===== config.mk =====
export PLATFORM = sky130hd
export DESIGN_NAME = control_sequencer
export DESIGN_NICKNAME = d
export VERILOG_FILES = /design/src/rtl/control_sequencer.sv
export SDC_FILE = /design/constraint.sdc
export NUM_CORES = 1
export LEC_CHECK = 0
export BUFFER_PORTS_ARGS = -buffer_cell sky130_fd_sc_hd__buf_2
export CAP_MARGIN = 20
export CORE_ASPECT_RATIO = 1.2
export CORE_MARGIN = 2
export CORE_UTILIZATION = 30
export CTS_CLUSTER_SIZE = 14
export DETAILED_ROUTE_END_ITERATION = 12
export GPL_TIMING_DRIVEN = 0
export PLACE_DENSITY = 0.59
export SLEW_MARGIN = 20
export SYNTH_ARGS = -nofsm -noshare
export SYNTH_HDL_FRONTEND = slang
export SYNTH_SLANG_ARGS = --single-unit
export TNS_END_PERCENT = 50

===== constraint.sdc =====
create_clock -name clock -period 4.8 [get_ports clock]
set_input_delay 0.72 -clock clock [delete_from_list [all_inputs] [get_ports clock]]
set_output_delay 0.72 -clock clock [all_outputs]
set_load 0.005 [all_outputs]

===== src/rtl/control_sequencer.sv =====
// Microcoded control unit for the 8-bit bus computer: T-state counter, flags, halt latch
// and the combinational control-word decode with conditional jumps and early exit.
//
// T-state | meaning
// T0      | fetch: program counter onto bus, load memory address
// T1      | fetch: memory onto bus into instruction register, bump PC
// T2..T4  | execute micro-steps per opcode
// T5..    | always empty (only reached when EARLY_EXIT=0 or opcode fills them)
module control_sequencer #(
    parameter int DATA_WIDTH = 8,
    parameter int STEP_COUNT = 5,
    parameter int STEP_WIDTH = 3,
    parameter int EARLY_EXIT = 1
) (
    input  logic                  clock,
    input  logic                  reset_n,
    input  logic                  enable,
    input  logic [DATA_WIDTH-1:0] instr,
    input  logic                  alu_carry,
    input  logic                  alu_zero,
    output logic                  MI,
    output logic                  RI,
    output logic                  RO,
    output logic                  II,
    output logic                  IO,
    output logic                  AI,
    output logic                  AO,
    output logic                  BI,
    output logic                  EO,
    output logic                  SU,
    output logic                  OI,
    output logic                  CE,
    output logic                  CO,
    output logic                  J,
    output logic                  FI,
    output logic                  HLT,
    output logic [STEP_WIDTH-1:0] step,
    output logic                  carry_flag,
    output logic                  zero_flag
);

    localparam logic [STEP_WIDTH-1:0] T0 = STEP_WIDTH'(0);
    localparam logic [STEP_WIDTH-1:0] T1 = STEP_WIDTH'(1);
    localparam logic [STEP_WIDTH-1:0] T2 = STEP_WIDTH'(2);
    localparam logic [STEP_WIDTH-1:0] T3 = STEP_WIDTH'(3);
    localparam logic [STEP_WIDTH-1:0] T4 = STEP_WIDTH'(4);
    localparam logic [STEP_WIDTH-1:0] LAST_STEP = STEP_WIDTH'(STEP_COUNT - 1);

    localparam logic [3:0] OP_LDA = 4'h1;
    localparam logic [3:0] OP_ADD = 4'h2;
    localparam logic [3:0] OP_SUB = 4'h3;
    localparam logic [3:0] OP_STA = 4'h4;
    localparam logic [3:0] OP_LDI = 4'h5;
    localparam logic [3:0] OP_JMP = 4'h6;
    localparam logic [3:0] OP_JC  = 4'h7;
    localparam logic [3:0] OP_JZ  = 4'h8;
    localparam logic [3:0] OP_OUT = 4'hE;
    localparam logic [3:0] OP_HLT = 4'hF;

    localparam logic [15:0] CW_MI  = 16'h0001;
    localparam logic [15:0] CW_RI  = 16'h0002;
    localparam logic [15:0] CW_RO  = 16'h0004;
    localparam logic [15:0] CW_II  = 16'h0008;
    localparam logic [15:0] CW_IO  = 16'h0010;
    localparam logic [15:0] CW_AI  = 16'h0020;
    localparam logic [15:0] CW_AO  = 16'h0040;
    localparam logic [15:0] CW_BI  = 16'h0080;
    localparam logic [15:0] CW_EO  = 16'h0100;
    localparam logic [15:0] CW_SU  = 16'h0200;
    localparam logic [15:0] CW_OI  = 16'h0400;
    localparam logic [15:0] CW_CE  = 16'h0800;
    localparam logic [15:0] CW_CO  = 16'h1000;
    localparam logic [15:0] CW_J   = 16'h2000;
    localparam logic [15:0] CW_FI  = 16'h4000;
    localparam logic [15:0] CW_HLT = 16'h8000;

    logic [3:0]            opcode;
    logic                  halt_latch;
    logic [15:0]           word_raw;
    logic [15:0]           ctrl_word;
    logic [STEP_WIDTH-1:0] step_next;
    logic [STEP_WIDTH-1:0] step_inc;
    logic                  advance;
    logic                  unused_instr_bits;

    assign opcode            = instr[DATA_WIDTH-1 -: 4];
    assign unused_instr_bits = ^instr[DATA_WIDTH-5:0];

    function automatic logic [15:0] decode(
        input logic [STEP_WIDTH-1:0] t,
        input logic [3:0]            op,
        input logic                  cf,
        input logic                  zf
    );
        logic [15:0] w;
        w = '0;
        if (t == T0) begin
            w = CW_CO | CW_MI;
        end else if (t == T1) begin
            w = CW_RO | CW_II | CW_CE;
        end else if (t == T2) begin
            case (op)
                OP_LDA, OP_ADD, OP_SUB, OP_STA: w = CW_IO | CW_MI;
                OP_LDI: w = CW_IO | CW_AI;
                OP_JMP: w = CW_IO | CW_J;
                OP_JC:  w = cf ? (CW_IO | CW_J) : '0;
                OP_JZ:  w = zf ? (CW_IO | CW_J) : '0;
                OP_OUT: w = CW_AO | CW_OI;
                OP_HLT: w = CW_HLT;
                default: w = '0;
            endcase
        end else if (t == T3) begin
            case (op)
                OP_LDA:         w = CW_RO | CW_AI;
                OP_ADD, OP_SUB: w = CW_RO | CW_BI;
                OP_STA:         w = CW_AO | CW_RI;
                default:        w = '0;
            endcase
        end else if (t == T4) begin
            case (op)
                OP_ADD:  w = CW_EO | CW_AI | CW_FI;
                OP_SUB:  w = CW_EO | CW_AI | CW_FI | CW_SU;
                default: w = '0;
            endcase
        end
        return w;
    endfunction

    assign word_raw = decode(step, opcode, carry_flag, zero_flag);

    // Reset forces the word to zero without waiting for the clock; halt masks all but HLT.
    always_comb begin
        ctrl_word = word_raw;
        if (!reset_n) begin
            ctrl_word = '0;
        end else if (halt_latch) begin
            ctrl_word = CW_HLT;
        end
    end

    assign MI  = ctrl_word[0];
    assign RI  = ctrl_word[1];
    assign RO  = ctrl_word[2];
    assign II  = ctrl_word[3];
    assign IO  = ctrl_word[4];
    assign AI  = ctrl_word[5];
    assign AO  = ctrl_word[6];
    assign BI  = ctrl_word[7];
    assign EO  = ctrl_word[8];
    assign SU  = ctrl_word[9];
    assign OI  = ctrl_word[10];
    assign CE  = ctrl_word[11];
    assign CO  = ctrl_word[12];
    assign J   = ctrl_word[13];
    assign FI  = ctrl_word[14];
    assign HLT = ctrl_word[15];

    // The step that decodes HLT must not move, so the halted machine parks on T2.
    assign advance  = enable && !halt_latch && !word_raw[15];
    assign step_inc = step + STEP_WIDTH'(1);

    always_comb begin
        step_next = step_inc;
        if (step == LAST_STEP) begin
            step_next = T0;
        end else if ((EARLY_EXIT != 0) && (step != T0) &&
                     (decode(step_inc, opcode, carry_flag, zero_flag) == 16'h0000)) begin
            step_next = T0;
        end
    end

    always_ff @(posedge clock or negedge reset_n) begin
        if (!reset_n) begin
            step       <= T0;
            carry_flag <= 1'b0;
            zero_flag  <= 1'b0;
            halt_latch <= 1'b0;
        end else if (enable) begin
            if (advance) begin
                step <= step_next;
            end
            if (word_raw[14] && !halt_latch) begin
                carry_flag <= alu_carry;
                zero_flag  <= alu_zero;
            end
            if (word_raw[15]) begin
                halt_latch <= 1'b1;
            end
        end
    end

endmodule

## Word-level counts from Yosys, hierarchy flattened

Cells that the tools add are included.

- Input port bits: 13
- Logic and storage cells: 58
- Register bits: 6
- Output and inout port bits: 21

- Equality and inequality tests: 18
- Muxes and demuxes: 20
- Reduce and logical (&&, ||, !) cells: 15
- Add/sub/neg operators: 1

Operators with widths:

| operator | number |
|---|---|
| 2-to-1 mux 16 bit | 10 |
| one-hot mux 16 bit (7 select lines) | 1 |
| 2-to-1 mux 15 bit | 3 |
| one-hot mux 15 bit (2 select lines) | 1 |
| 2-to-1 mux 14 bit | 2 |
| one-hot mux 8 bit (3 select lines) | 1 |
| == test 4 x 3 -> 1 bit (second input constant) | 4 |
| logical NOT 16 bit | 1 |
| == test 3 x 2 -> 1 bit (second input constant) | 4 |
| == test 4 bit (second input constant) | 3 |
| == test 4 x 2 -> 1 bit (second input constant) | 2 |
| == test 3 x 1 -> 1 bit (second input constant) | 2 |
| == test 3 bit (second input constant) | 2 |
| logical NOT 3 bit | 2 |
| 2-to-1 mux 3 bit | 2 |
| AND reduction 2 bit | 3 |
| == test 4 x 1 -> 1 bit (second input constant) | 1 |
| logical AND 1 bit | 4 |
| OR reduction 4 bit | 1 |
| adder 3 x 1 -> 3 bit (second input constant) | 1 |
| nonzero test 3 bit | 1 |
| logical NOT 1 bit | 2 |
| OR reduction 2 bit | 1 |

## Logic depth before layout (Yosys ltp)

- Word-level depth: 12
- Gate-level depth with buffers: 8

## Worst setup path before layout

No wires, ideal clock.

- Kind: flip-flop to output port
- From: register step[0]
- To: output port AI
- Slack: 2.359 ns
- Data required time: 4.080 ns
- Data arrival time: 1.721 ns
- Cell stages (with the launch flop): 8
- Cells stage by stage: dfrtp_1 > inv_1 > ha_1 > nor2b_1 > nor3b_2 > a21oi_1 > or4b_1 > a21oi_1

- Cells in the longest elaborated chain, start to end: 8

Ends and longest elaborated chain:

| what | line | text |
|---|---|---|
| start, declared | 37 | `output logic [STEP_WIDTH-1:0] step,` |
| start signal, assigned | 180 | `step <= step_next;` |
| == test 3 bit | 119 | `end else if (t == T4) begin` |
| 2-to-1 mux 15 bit | 119 |  |
| 2-to-1 mux 15 bit | 112 | `end else if (t == T3) begin` |
| 2-to-1 mux 16 bit | 101 | `end else if (t == T2) begin` |
| 2-to-1 mux 16 bit | 99 | `end else if (t == T1) begin` |
| 2-to-1 mux 16 bit (*) | 97 | `if (t == T0) begin` |
| 2-to-1 mux 16 bit (*) | 136 | `end else if (halt_latch) begin` |
| 2-to-1 mux 16 bit (*) | 134 | `if (!reset_n) begin` |
| end, declared | 26 | `output logic AI,` |

Every way passes the cells marked *; elsewhere a longest branch is shown, timed or not.

## Final worst setup path

Same ends and word-level chain as after synthesis.

==> key figures <==
Critical path
  – Cell depth of the worst flop-to-flop path: 8
  – CP top delay family: simple AND/OR/NAND/NOR gates
  – Cell repeated most along the worst path: a21oi_1
  – Worst path slowest cell: or4b_1
  – Crit-path max cell delay: 470 ps
  – Crit Reg-Reg Endpoint: step[2]
  – CP Capture Type: primary output
  – Reg-to-reg slack, setup: 2700 ps
  – Worst path required time: 4080 ps
  – Max FO, Critical Path: 7
  – CP Launch Type: register
  – Worst path cell trace: inv_1, ha_1, nor2b_1, nor3b_2, a21oi_1, or4b_1, a21oi_1, buf_2
  – RR Startpoint: step[0]
  – Crit Path Category: reg2out
  – WP buf/inv: 2
  – WP data arrival: 2240 ps

Die
  – FP Rows: 20
  – Top Ports: 34
  – Total core area: 2550 um^2
  – Die width: 51.3 um
  – Initial Utilization: 31.6%
  – Die Y: 60.8 um
  – Die area: 3120 um^2

Drt
  – Initial drt markers: 22
  – Via count: 869
  – Total wire length: 2140 um
  – Vias per cell: 5.14
  – DRT Pass-1 Iters: 4
  – Post-DRT Antenna Nets: 0
  – Remaining DRCs: 0
  – Wire per inst: 12.7 um

Finish
  – Diodes inserted: 0
  – Layout Nets: 157
  – Final cell count without fillers: 169
  – Layout area overhead: 25.9%
  – Design area: 1020 um^2
  – Layout cell share with drive strength beyond 1: 35.3%

Yosys
  – Cell area after synthesis: 807 um^2
  – Top_reg_cell synth: dfrtp_1
  – Syn_area_per_cell: 7.76 um^2
  – Most frequent cell after synthesis: nand2_1
  – Largest area contributor in the netlist: dfrtp_1
  – Post-synth ARST share: 100%
  – Post-synth EDFFs: 0
  – #FFs+latches synth: 6
  – Synth top cells by count: nand2_1, nor2_1, dfrtp_1, ha_1, nor3_1
  – Yosys warns: 0
  – Synthesized Nets: 123
  – Sequential share of the synthesized area: 18.6%
  – Top cells by area, synth: dfrtp_1, ha_1, nand2_1
  – Cell variety after synth: 40
  – Post-Synthesis Cells: 104
  – Top-area cell type share of the netlist area: 18.6%

Placement
  – Input/output buffers: 29
  – Placed Area: 993 um^2
  – DP Worst Slack: 1930 ps
  – Placed cell count: 166
  – DP HPWL: 1790 um
  – GPL Wtd Cong: 0.856

STA
  – Max_slew headroom: 71.3%
  – Final Cycle Share: 61.6%
  – Final hold viol count: 0
  – Final Critical Period: 2960 ps
  – Max Freq: 338 MHz
  – Setup TNS: 0 ps
  – RSZ-0062 raised after global routing: false
  – Fin. max-slew vios: 0
  – Post-route setup slack: 1840 ps
  – Worst Clk Skew: 2.88 ps
  – Actual slew at the worst max-slew pin: 428 ps
  – Setup Viol. Count Final: 0

Clock tree
  – Clk sinks: 6
  – Post-CTS Resized: 0
  – Clock Tree Buf Depth: 2
  – Post-CTS setup repair buffer count: 0
  – Clock root cell: clkbuf_4
  – Clk Latency, worst-skew pair: 230 ps
  – CTS clk-pin slew, worst paths: 40 ps
  – CTS tree: yes
  – Total CTS buffers: 3
  – CTS HTree Levels: 1
  – CTS Hold Bufs: 0

Global route
  – First-pass GRT wire length: 3480 um
  – GRT Max-Usage Layer: met2
  – Met3 Usage GRT: 0.246%
  – Met2 Usage GRT: 27.6%
  – GRT Total Usage: 14.3%
  – Number of global-route vias before repair: 794
  – Largest net degree at the start of global routing: 11
  – Grt ovf: 0
  – Initial antenna violation count: 0
  – GR Util met1: 17.0%

Power
  – LEAKAGE: 0.499 nW
  – Power Dens Cells: 397 nW/um^2
  – Pwr Total: 0.000403 W
  – Peak supply drop: 253 uV

Flow run
  – Max-cap violations: 0

Min path
  – Worst Hold Class: in2async

Status
  – Status: finished, final reports clean
## routing by layer
| metal | part of all wire [%] | routed length [um] |
|---|---|---|
| met5 | 0 | 0 |
| met4 | 0.89 | 19 |
| met3 | 2.9 | 62 |
| met2 | 56 | 1190 |
| met1 | 40 | 867 |
## worst reg2reg max path, delay by kind of cell, from the launching register on
| family | cells | cell delay [ps] |
|---|---|---|
| and+or+nand+nor | 4 | 970 |
| DFF | 1 | 440 |
| buffers and inverters | 2 | 270 |
| adders and majority gates | 1 | 200 |
| AOI/OAI and AO/OA | 1 | 90 |
## cell usage in the layout, fill, tap and decap left out, types with 2 or more instances in the layout
master,instances
a21oi_1,5
ha_1,6
clkbuf_4,3
nand2_1,11
buf_2,33
o31ai_1,4
mux2_2,2
dfrtp_1,6
nor3b_1,2
nor2b_1,3
a211oi_1,2
o211ai_1,2
buf_4,4
and2_1,2
nor3_1,6
o21ai_0,4
nand2b_1,3
or3_1,2
nand3b_1,2
nor2_1,8
inv_1,5
nor4b_2,2
## flip-flops by register name, summed over array words and instances (netlist names)
register and flops:
step 3, halt_latch 1, carry_flag 1, zero_flag 1
## cell families after synthesis
| logic type | synth area share, % |
|---|---|
| compound gates | 20.8 |
| fa+ha+maj | 9.30 |
| simple gates | 39.5 |
| flops | 18.6 |
| buf+inv | 8.99 |
| mux | 2.79 |
## metrics by stage
stage,hold WS [ps],utilization (%)
floorplan,424,-
global placement,493,38.9
detailed placement,501,38.9
CTS,314,39.8
global route,319,39.8
finish,317,39.8
## where the power goes
| group | total, W | internal (W) | switching, W |
|---|---|---|---|
| sequential | 0.0000917 | 0.0000710 | 0.0000207 |
| combinational | 0.000269 | 0.000115 | 0.000154 |
| clock | 0.0000431 | 0.0000281 | 0.0000151 |
## final cells by class
| class | count | area [um^2] |
|---|---|---|
| inverter | 5 | 18.8 |
| multi-input combinational | 84 | 584 |
| fill | 305 | 1540 |
| tap | 33 | 41.3 |
| timing repair buffer | 29 | 145 |
| sequential | 6 | 150 |
| buffer | 9 | 53.8 |
| clock buffer | 3 | 22.5 |
## worst max-delay path by stage
stage / cells past startpoint / from / end
detailed placement: 7 / reset_n / AO
finish: 8 / step[0] / AI
global route: 8 / step[0] / AI
floorplan: 7 / step[0] / AI
global placement: 7 / reset_n / AO
CTS: 8 / step[0] / AI
(Power assumes the default switching activity.)
